$ cat config.mk
export PLATFORM = sky130hd
export DESIGN_NAME = ysyx_22040127_ifu
export DESIGN_NICKNAME = d
export VERILOG_FILES = /design/src/rtl/ysyx_22040127_ifu.sv
export SDC_FILE = /design/constraint.sdc
export NUM_CORES = 1
export LEC_CHECK = 0
export ABC_AREA = 1
export BUFFER_PORTS_ARGS = -buffer_cell sky130_fd_sc_hd__buf_2
export CORE_ASPECT_RATIO = 0.7
export CORE_UTILIZATION = 45
export CTS_BUF_LIST = sky130_fd_sc_hd__clkbuf_8
export CTS_CLUSTER_DIAMETER = 100
export DETAILED_ROUTE_END_ITERATION = 6
export MAX_ROUTING_LAYER = met4
export PLACE_DENSITY_LB_ADDON = 0.15
export SLEW_MARGIN = 0
export SYNTH_ARGS = -nofsm -noshare
export SYNTH_HDL_FRONTEND = slang
export SYNTH_SLANG_ARGS = --single-unit
$ cat constraint.sdc
create_clock -name clk -period 1.8 [get_ports clk]
set_input_delay 0.09 -clock clk [delete_from_list [all_inputs] [get_ports clk]]
set_output_delay 0.09 -clock clk [all_outputs]
set_load 0.05 [all_outputs]
$ cat src/rtl/ysyx_22040127_ifu.sv
// Instruction fetch unit: fetches 64-bit doublewords, keeps a one-line buffer,
// and hands instruction/PC pairs to decode over a valid/ready handshake.
module ysyx_22040127_ifu #(
    parameter logic [31:0] RESET_PC = 32'h8000_0000,
    parameter int          XLEN_MEM = 64
) (
    input  logic                clk,
    input  logic                rst,
    output logic                mem_req_valid,
    input  logic                mem_req_ready,
    output logic [31:0]         mem_req_addr,
    input  logic                mem_resp_valid,
    input  logic [XLEN_MEM-1:0] mem_resp_data,
    output logic                inst_valid,
    input  logic                inst_ready,
    output logic [31:0]         inst,
    output logic [31:0]         inst_pc,
    input  logic                redirect_valid,
    input  logic [31:0]         redirect_pc,
    input  logic                fence_i
);

    localparam logic [1:0] S_FETCH = 2'd0;
    localparam logic [1:0] S_WAIT  = 2'd1;
    localparam logic [1:0] S_OUT   = 2'd2;

    logic [1:0]          state;
    logic [31:0]         pc;
    logic                buf_valid;
    logic [31:3]         buf_tag;
    logic [XLEN_MEM-1:0] buf_data;
    logic                discard;
    logic                hit;
    logic [31:0]         buf_word;
    logic [31:0]         resp_word;

    assign hit       = buf_valid && (buf_tag == pc[31:3]);
    assign buf_word  = pc[2] ? buf_data[63:32] : buf_data[31:0];
    assign resp_word = pc[2] ? mem_resp_data[63:32] : mem_resp_data[31:0];

    // A redirect in the same cycle must never launch a request for the stale pc.
    assign mem_req_valid = !rst && (state == S_FETCH) && !hit && !redirect_valid;
    assign mem_req_addr  = {pc[31:3], 3'b000};
    assign inst_valid    = !rst && (state == S_OUT);

    always_ff @(posedge clk) begin
        if (rst) begin
            state     <= S_FETCH;
            pc        <= RESET_PC;
            buf_valid <= 1'b0;
            buf_tag   <= '0;
            buf_data  <= '0;
            discard   <= 1'b0;
            inst      <= 32'd0;
            inst_pc   <= 32'd0;
        end else begin
            if (redirect_valid) begin
                pc <= redirect_pc & 32'hFFFF_FFFC;
                case (state)
                    S_WAIT: begin
                        // An in-flight response still has to be absorbed before refetching.
                        if (mem_resp_valid) begin
                            state   <= S_FETCH;
                            discard <= 1'b0;
                        end else begin
                            discard <= 1'b1;
                        end
                    end
                    default: state <= S_FETCH;
                endcase
            end else begin
                case (state)
                    S_FETCH: begin
                        if (hit) begin
                            inst    <= buf_word;
                            inst_pc <= pc;
                            state   <= S_OUT;
                        end else if (mem_req_ready) begin
                            state <= S_WAIT;
                        end
                    end
                    S_WAIT: begin
                        if (mem_resp_valid) begin
                            if (discard) begin
                                discard <= 1'b0;
                                state   <= S_FETCH;
                            end else begin
                                buf_valid <= 1'b1;
                                buf_tag   <= pc[31:3];
                                buf_data  <= mem_resp_data;
                                inst      <= resp_word;
                                inst_pc   <= pc;
                                state     <= S_OUT;
                            end
                        end
                    end
                    S_OUT: begin
                        if (inst_ready) begin
                            pc    <= pc + 32'd4;
                            state <= S_FETCH;
                        end
                    end
                    default: state <= S_FETCH;
                endcase
            end
            // Placed last so fence.i wins over a fill in the same cycle.
            if (fence_i) begin
                buf_valid <= 1'b0;
            end
        end
    end

endmodule

==> results.txt, run 1 <==
In this design, the critical path's most frequently occurring cell is sky130_fd_sc_hd__nand2_2. Global routing consumed, over all layers together, 28.2% of the routing resources. Summing over every cut layer, the via total after detailed routing is 10,553.

For this design the ratio of total power to cell area is 743 mW/mm². The final setup TNS was -3.52 ns; the DRC violation count after routing was 0. The number of warnings reported in the yosys synthesis log is 0, and the number of DRC violations after detailed-routing iteration 0 is 890. The number of global-route vias before repair was 8,951. The total of buffers placed on input and output ports works out to 193. The area of the multi-input gates was 0.00487 mm². At the end of the flow the core is filled with cells to 62.4%. Of the post-synthesis cell area, the dominant cell type holds 39.7%. Final antenna-violating net count: 0. Data arrival time of the critical path: 1.82 ns.

Across the run, the number of max-cap violations was 0. In this run the static leakage power is 5.60 nW. Counting flops with an async set or reset pin after synthesis yields a share of 0%. Fill cells in the final layout number 1,958. Counting instances in the post-synthesis netlist gives the leading cell types as 319 x sky130_fd_sc_hd__nand2_1, 202 x sky130_fd_sc_hd__nor2_1, 200 x sky130_fd_sc_hd__a21oi_1. The total number of H-tree levels is 4, and the non-filler instance count after layout is 2,049.

Across the VDD grid, the largest voltage drop is 0.422 mV. For this run, the register share of the synthesized area comes to 39.7%. At the later pin of the worst-skew pair, clock insertion delay measures 0.48 ns.

The tools report the number of placement rows as 44. 201 I/O pins were placed. For this design, the slowest cell found on the critical path is sky130_fd_sc_hd__dfxtp_1. The average vias per placed instance is 5.15. The longest clock path from root to sink contains 2 buffers. Sequential standard cell area: 0.00382 mm². The path class of the tightest hold or removal check is in2reg. The area growth from synthesis to layout is 35.8%. Pin count of the biggest net entering global routing: 79. The fraction of power spent switching nets came out at 34.7%. The post-route minimum period is 1.91 ns, and the maximum fanout along the worst path is 4. The number of antenna violations at the first check in global routing was 0.

The data required time at the worst endpoint is 1.71 ns, and the number of detailed-route iterations in the first pass is 6. Synthesis produced 1,458 cells. The relative contribution of the clock network to total power was 28.0%. Setup repair after global routing could not meet its margin everywhere.

The post-synthesis area per instance was 6.54 µm². The final max-slew violation count is 0. For the initial cell density of the core, the log shows 45.9%. The share of layout cells above drive strength 1 is 24.3%, and the maximum clock frequency is 523 MHz. The repair_antennas step left the layout with diodes totalling 0.

The final worst slack is -0.114 ns. The synthesized netlist contains 30 unique library cells. At the placement stage, the worst setup path has a slack of -0.108 ns. Among all flip-flop cells after synthesis, the most frequent one is sky130_fd_sc_hd__dfxtp_1.

Area of all placed cells without fillers: 0.0129 mm². The signal on the critical path passes through xnor2_1 -> nand2_1 -> nor2_1 -> nand2_2 -> nor2_2 -> nand2_2 -> nand3_4 -> nor2_4 -> buf_8. After layout, the worst path uses 106% of the clock period. The biggest area contributor in the post-synthesis netlist is sky130_fd_sc_hd__dfxtp_1. After clock tree synthesis, the clock-pin slew on the worst setup and hold paths is 0.10 ns. Counting flops with a built-in enable in the synthesized netlist gives 0. The flow ran to the end, but the final reports show violations. Nature of the critical path endpoint: an output pin. By area the synthesized netlist is led by sky130_fd_sc_hd__dfxtp_1 40%, sky130_fd_sc_hd__nand2_1 13%, sky130_fd_sc_hd__a21oi_1 10%. The most instantiated library cell after synthesis was sky130_fd_sc_hd__nand2_1. After detailed routing, the total wire length is 31,800 µm. Combinational cells account for 25.3% of the total power. The tree is rooted in a sky130_fd_sc_hd__clkbuf_8. From left edge to right edge, the die measures 176 µm. First-pass GRT wire length: 46,600 µm. The checks that failed: negative setup slack. After legalization and detailed placement, the total HPWL measured 20,200 µm.

Global routing finished with a remaining overflow of 0. From bottom edge to top edge, the die measures 124 µm. STA classifies the critical path startpoint as a flop. Setup violations remaining at the end of the flow were counted as 64. Dividing the detail-routed wire length by the instance count gives 15.5 µm. After the last flow step, the layout net total stands at 1,865. The tools report the net load switching power as 3.34 mW.

Sequential cells account for 46.7% of the total power. The overall die area was 0.0218 mm²; the number of instances in the placed design was 1,906. The run gives 0.0111 mm² as the post-place instance area. The placeable core region is 0.0208 mm².

Summing every instance area after synthesis gives 0.00954 mm². The final worst clock skew was 0.0208 ns; the total internal power was 6.29 mW. Clock tree synthesis inserted a total of 17 buffers. Routability-driven placement finished with a final weighted congestion of 0.974. The slew of the pin with the lowest slew margin was 0.520 ns. In this run the tightest slew margin relative to its limit is 65.3%. Synthesis inferred 189 register bits. The tools report the number of failing hold endpoints at the final stage as 0.

The largest single stage delay on the critical path is 0.44 ns. TritonCTS built the clock tree. The worst setup path category is reg2out. For the clock sink total, the log shows 189.
-- repair_timing --
item,CTS,global route
setup endpoints to repair,71,171
gates resized for setup,31,82
hold buffers,92,0
setup buffers,5,7
pin swaps,5,14
gates cloned,0,8
endpoints found under the hold margin,95,0
-- cell usage in the layout, fill, tap and decap left out, drive strengths merged --
cell | synthesis | layout
nor2 | 204 | 204
nand2 | 319 | 320
o22ai | 3 | 3
nand4 | 7 | 7
ha | 1 | 1
a2111oi | 1 | 1
or2 | 1 | 1
nand3b | 2 | 2
buf | 67 | 314
dlygate4sd3 | 0 | 92
clkbuf | 66 | 24
inv | 108 | 115
nor3 | 17 | 17
a21boi | 1 | 1
a21oi | 200 | 200
a211oi | 1 | 1
clkinv | 2 | 3
a31oi | 12 | 12
xor2 | 17 | 17
a221oi | 1 | 1
clkinvlp | 0 | 5
xnor2 | 6 | 6
conb | 1 | 5
o211ai | 3 | 3
nand3 | 81 | 81
o21ai | 148 | 148
dfxtp | 189 | 189
-- routing by layer --
layer | part of all wire, % | vias up | global-route usage (%)
met5 | 0 | - | -
met4 | 1.4 | 0 | 7.77
met3 | 8.3 | 38 | 5.34
met2 | 42 | 441 | 38.6
met1 | 49 | 4779 | 41.5
li1 | - | 5295 | -
-- sequential cells by signal (all words and copies together), names as in the netlist --
register,count
state,2
buf_valid,1
buf_tag,29
discard,1
inst_pc,30
pc,30
buf_data,64
inst,32
-- worst paths after layout --
check / from / to / slack, ns / cells after the start
setup / recovery: pc[9]$_SDFFE_PP0P_ / mem_req_valid / -0.11 / 9
hold / removal: redirect_pc[30] / pc[30]$_SDFFE_PP0P_ / 0.03 / 5
setup reg to reg: pc[9]$_SDFFE_PP0P_ / inst[19]$_SDFFE_PP0P_ / -0.10 / 12
hold reg to reg: buf_data[13]$_SDFFE_PP0P_ / buf_data[13]$_SDFFE_PP0P_ / 0.45 / 2
-- area by class of cell --
| class | count | share of cell area, % |
|---|---|---|
| timing repair buffer | 412 | 24.2 |
| inverter | 110 | 3.23 |
| clock buffer | 18 | 1.91 |
| sequential | 189 | 29.5 |
| clock inverter | 13 | 0.831 |
| tap | 276 | 2.67 |
| multi-input combinational | 1031 | 37.6 |
-- power groups by stage --
| stage | clock network (mW) | registers [mW] | logic, mW |
|---|---|---|---|
| final | 2.70 | 4.49 | 2.43 |
| after global placement | 0 | 4.58 | 2.05 |
| after floorplan | 0 | 4.87 | 1.12 |
| after CTS | 2.73 | 4.49 | 2.26 |
| after detailed placement | 0 | 4.58 | 2.06 |
| after global routing | 2.91 | 4.52 | 2.63 |
-- through the flow --
| stage | hold slack [ns] | total power, mW |
|---|---|---|
| 2_1_floorplan | 0.169 | 5.99 |
| 3_3_place_gp | 0.256 | 6.62 |
| 3_5_place_dp | 0.266 | 6.64 |
| 4_1_cts | 0.00649 | 9.48 |
| 5_1_grt | 0.0437 | 10.1 |
| 6_report | 0.0267 | 9.63 |
-- cell families after synthesis --
group | share of synthesized area, %
other cells | 0.0393
xor+xnor | 2.11
compound gates | 20.0
flops | 39.7
simple gates | 26.5
buf+inv | 11.5
fa+ha+maj | 0.131
-- critical path: cells and delay by family, from the launching register on --
kind | cells | cell delay [ns]
buf+inv | 1 | 0.16
xor+xnor | 1 | 0.14
simple gates | 7 | 0.61
flops | 1 | 0.44
Note: power is estimated with default switching activity, not from simulation.
==> run 2: changes to the inputs <==
--- a/config.mk
+++ b/config.mk
@@ -13,7 +13,7 @@
 export CTS_CLUSTER_DIAMETER = 100
 export DETAILED_ROUTE_END_ITERATION = 6
 export MAX_ROUTING_LAYER = met4
-export PLACE_DENSITY_LB_ADDON = 0.15
+export PLACE_DENSITY = 0.7
 export SLEW_MARGIN = 0
 export SYNTH_ARGS = -nofsm -noshare
 export SYNTH_HDL_FRONTEND = slang
==> results.txt, run 2 (synthesis gave the netlist of run 1 again) <==
The flow ran to the end, but the final reports show violations. Violations in the final reports: negative setup slack (unchanged). The non-filler instance count after layout came out at 2,050 (was 2,049). For the post-place instance area, the log shows 0.0112 mm² (was 0.0111 mm²). Startpoint type of the worst setup path: a flop (unchanged). The final setup TNS came out at -6.18 ns (was -3.52 ns).

The post-detailed-route wirelength per cell was 15.3 µm (was 15.5 µm). The power density over cell area was 742 mW/mm² (was 743 mW/mm²); the antenna diode count was 0 (unchanged). The run gives 0.467 mV (was 0.422 mV) as the maximum vdd drop. For the final weighted congestion of routability-driven global placement, the log shows 0.921 (was 0.974).

The logs give 20,200 µm (about the same) for the HPWL after detailed placement and 966 (was 890) for the number of DRC violations after detailed-routing iteration 0. Leading cell type in the layout, fill and taps excluded: sky130_fd_sc_hd__nand2_1 (unchanged). The logs give 62.8% (was 62.4%) for the core utilization of the finished layout and 1,906 (unchanged) for the number of instances in the placed design. Root buffer selected by CTS: sky130_fd_sc_hd__clkbuf_8 (unchanged). The number of buffers between clock root and the deepest sink is 2 (unchanged), and the via count is 10,520 (was 10,553). The total overflow reported by the global router is 0 (unchanged).

The logs give 1.71 ns (about the same) for the data required time at the worst endpoint and 0.0218 mm² (unchanged) for the overall die area. The count of nets after finishing is 1,865 (unchanged), and the number of global-route vias before repair is 9,263 (was 8,951). The first-pass GRT wire length is 46,900 µm (was 46,600 µm).

The fraction of the cycle the final worst path needs is 108% (was 106%), and the number of failing hold endpoints at the final stage is 0 (unchanged). The stage delay of the slowest cell on the critical path was 0.36 ns (was 0.44 ns); the clock sink total was 189 (unchanged). For the number of top-level design ports, the log shows 201 (unchanged). Biggest registers after layout: buf_data: 64 flops, inst: 32 flops (unchanged). The area added between synthesis and finish was 36.8% (was 35.8%); the data arrival time of the critical path was 1.85 ns (was 1.82 ns).

The final worst clock skew came out at 0.0148 ns (was 0.0208 ns). The run gives 0.0130 mm² (was 0.0129 mm²) as the area of all placed cells without fillers. Worst-path cell chain: inv_1 -> nand2_1 -> nand2_1 -> inv_1 -> nand2_2 -> nor2_4 -> nand2_2 -> nor2_2 -> nand2_2 -> nand3_4 -> nor2_4 -> buf_8 (was xnor2_1 -> nand2_1 -> nor2_1 -> nand2_2 -> nor2_2 -> nand2_2 -> nand3_4 -> nor2_4 -> buf_8). The maximum fanout along the worst path came out at 2 (was 4). The worst setup path category was reg2out (unchanged). The max-capacitance violation count was 0 (unchanged); the total of buffers placed on input and output ports was 193 (unchanged). The combined global-route utilization of all metal layers was 28.1% (was 28.2%); the buffer and inverter count on the worst path was 3 (was 1). The tools report the number of placement rows as 44 (unchanged).

For the insertion delay of the later-clocked pin in the worst-skew pair, the log shows 0.48 ns (about the same). The leakage component of the power is 5.62 nW (was 5.60 nW). The cell with the largest stage delay on the worst path is sky130_fd_sc_hd__dfxtp_1 (unchanged). Cell type with the highest occurrence count on the critical path: sky130_fd_sc_hd__nand2_2 (unchanged). The average vias per placed instance is 5.13 (was 5.15), and the vertical extent of the die is 124 µm (unchanged). The total number of H-tree levels was 4 (unchanged). The clock input transition at the sequential cells of the worst setup and hold paths is 0.11 ns (was 0.10 ns), and the number of detailed-route iterations in the first pass is 5 (was 6).

Count of final setup violators: 63 (was 64). DRC violation count after routing: 0 (unchanged). The tools report the total wire length after detailed routing as 31,300 µm (was 31,800 µm). The top register by number of flip-flops is buf_data (unchanged). The run gives -0.138 ns (was -0.114 ns) as the final worst slack.

TritonCTS built the clock tree. The logs give 0 (unchanged) for the final antenna-violating net count and 0 (unchanged) for the number of antenna violations at the first check in global routing. Nature of the critical path endpoint: an output pin (unchanged).

The run gives 96 (was 79) as the pin count of the biggest net entering global routing. The final max-slew violation count came out at 0 (unchanged). The initial cell density of the core is 45.9% (unchanged). Most frequent cells in the layout: 304 x sky130_fd_sc_hd__nand2_1, 199 x sky130_fd_sc_hd__a21oi_1, 192 x sky130_fd_sc_hd__buf_2 (was 310 x sky130_fd_sc_hd__nand2_1, 200 x sky130_fd_sc_hd__a21oi_1, 192 x sky130_fd_sc_hd__buf_2). The floorplan die width works out to 176 µm (unchanged). Setup repair after global routing could not meet its margin everywhere. Share of layout cells above drive strength 1: 25.3% (was 24.3%). For the number of buffers inserted during clock tree synthesis, the log shows 17 (unchanged).

The maximum clock frequency came out at 516 MHz (was 523 MHz). The placeable core region is 0.0208 mm² (unchanged). Family with the most delay on the worst path: simple AND/OR/NAND/NOR gates (unchanged).

The worst min-delay path category is in2reg (unchanged). Post-route minimum period: 1.94 ns (was 1.91 ns). Number of flip-flops under the largest register name: 64 (unchanged).
## run 2: area by class of cell
class	count	area (µm²)
fillers	1887	7710
inverters	110	419
flip-flops and latches	189	3830
well taps	276	345
multi-input cells	1030	4910
repair buffers	413	3170
clock buffers	17	234
clock inverters	15	131
## run 2: through the flow
stage	hold slack (ns)	power [mW]	setup slack, ns
after floorplan	0.169	5.99	0.0147
after global placement	0.300	6.63	0.00564
after detailed placement	0.305	6.65	-0.0672
after CTS	0.0143	9.58	-0.143
after global routing	0.0539	10.1	-0.251
final	0.0508	9.68	-0.138
## run 2: repair_timing
item | CTS | global route
pin swaps | 5 | 17
hold buffers | 94 | 0
setup buffers | 8 | 3
hold endpoints to repair | 93 | 0
cloned | 1 | 6
setup endpoints to repair | 58 | 94
resized for setup | 36 | 78
## run 2: power by group
group | switching (mW) | total [mW] | internal [mW] | leakage (nW)
clock | 1.75 | 2.76 | 1.01 | 0.178
sequential | 0.121 | 4.49 | 4.37 | 1.55
combinational | 1.52 | 2.43 | 0.907 | 3.90
## run 2: worst register-to-register path, cell delays in order, from the launching register on
cell                      delay, ns
sky130_fd_sc_hd__dfxtp_1       0.36
sky130_fd_sc_hd__inv_1         0.06
sky130_fd_sc_hd__nand2_1       0.06
sky130_fd_sc_hd__nand2_1       0.05
sky130_fd_sc_hd__inv_1         0.06
sky130_fd_sc_hd__nand2_2       0.06
sky130_fd_sc_hd__nor2_4        0.14
sky130_fd_sc_hd__nand2_2       0.09
sky130_fd_sc_hd__nor2_2        0.13
sky130_fd_sc_hd__nand2_2       0.09
sky130_fd_sc_hd__buf_4         0.16
sky130_fd_sc_hd__nand2_8       0.18
sky130_fd_sc_hd__buf_12        0.19
sky130_fd_sc_hd__nand3_1       0.09
sky130_fd_sc_hd__nand2_1       0.07
sky130_fd_sc_hd__nor2_1        0.04
## run 2: per-layer routing
| metal | GRT usage, % | part of all wire (%) | routed length [µm] | vias up |
|---|---|---|---|---|
| met1 | 38.9 | 48 | 15100 | 4788 |
| met5 | - | 0 | 0 | - |
| met3 | 6.01 | 7.8 | 2440 | 23 |
| li1 | - | - | - | 5291 |
| met2 | 41.6 | 43 | 13500 | 418 |
| met4 | 7.07 | 0.99 | 311 | 0 |
## run 2: final timing paths
kind	start	to	slack, ns	cells after the start
setup / recovery	buf_tag[26]$_SDFFE_PP0P_	mem_req_valid	-0.14	12
hold / removal	mem_resp_data[12]	buf_data[12]$_SDFFE_PP0P_	0.05	3
setup reg to reg	buf_tag[26]$_SDFFE_PP0P_	inst[21]$_SDFFE_PP0P_	-0.13	15
hold reg to reg	buf_data[14]$_SDFFE_PP0P_	buf_data[14]$_SDFFE_PP0P_	0.45	2
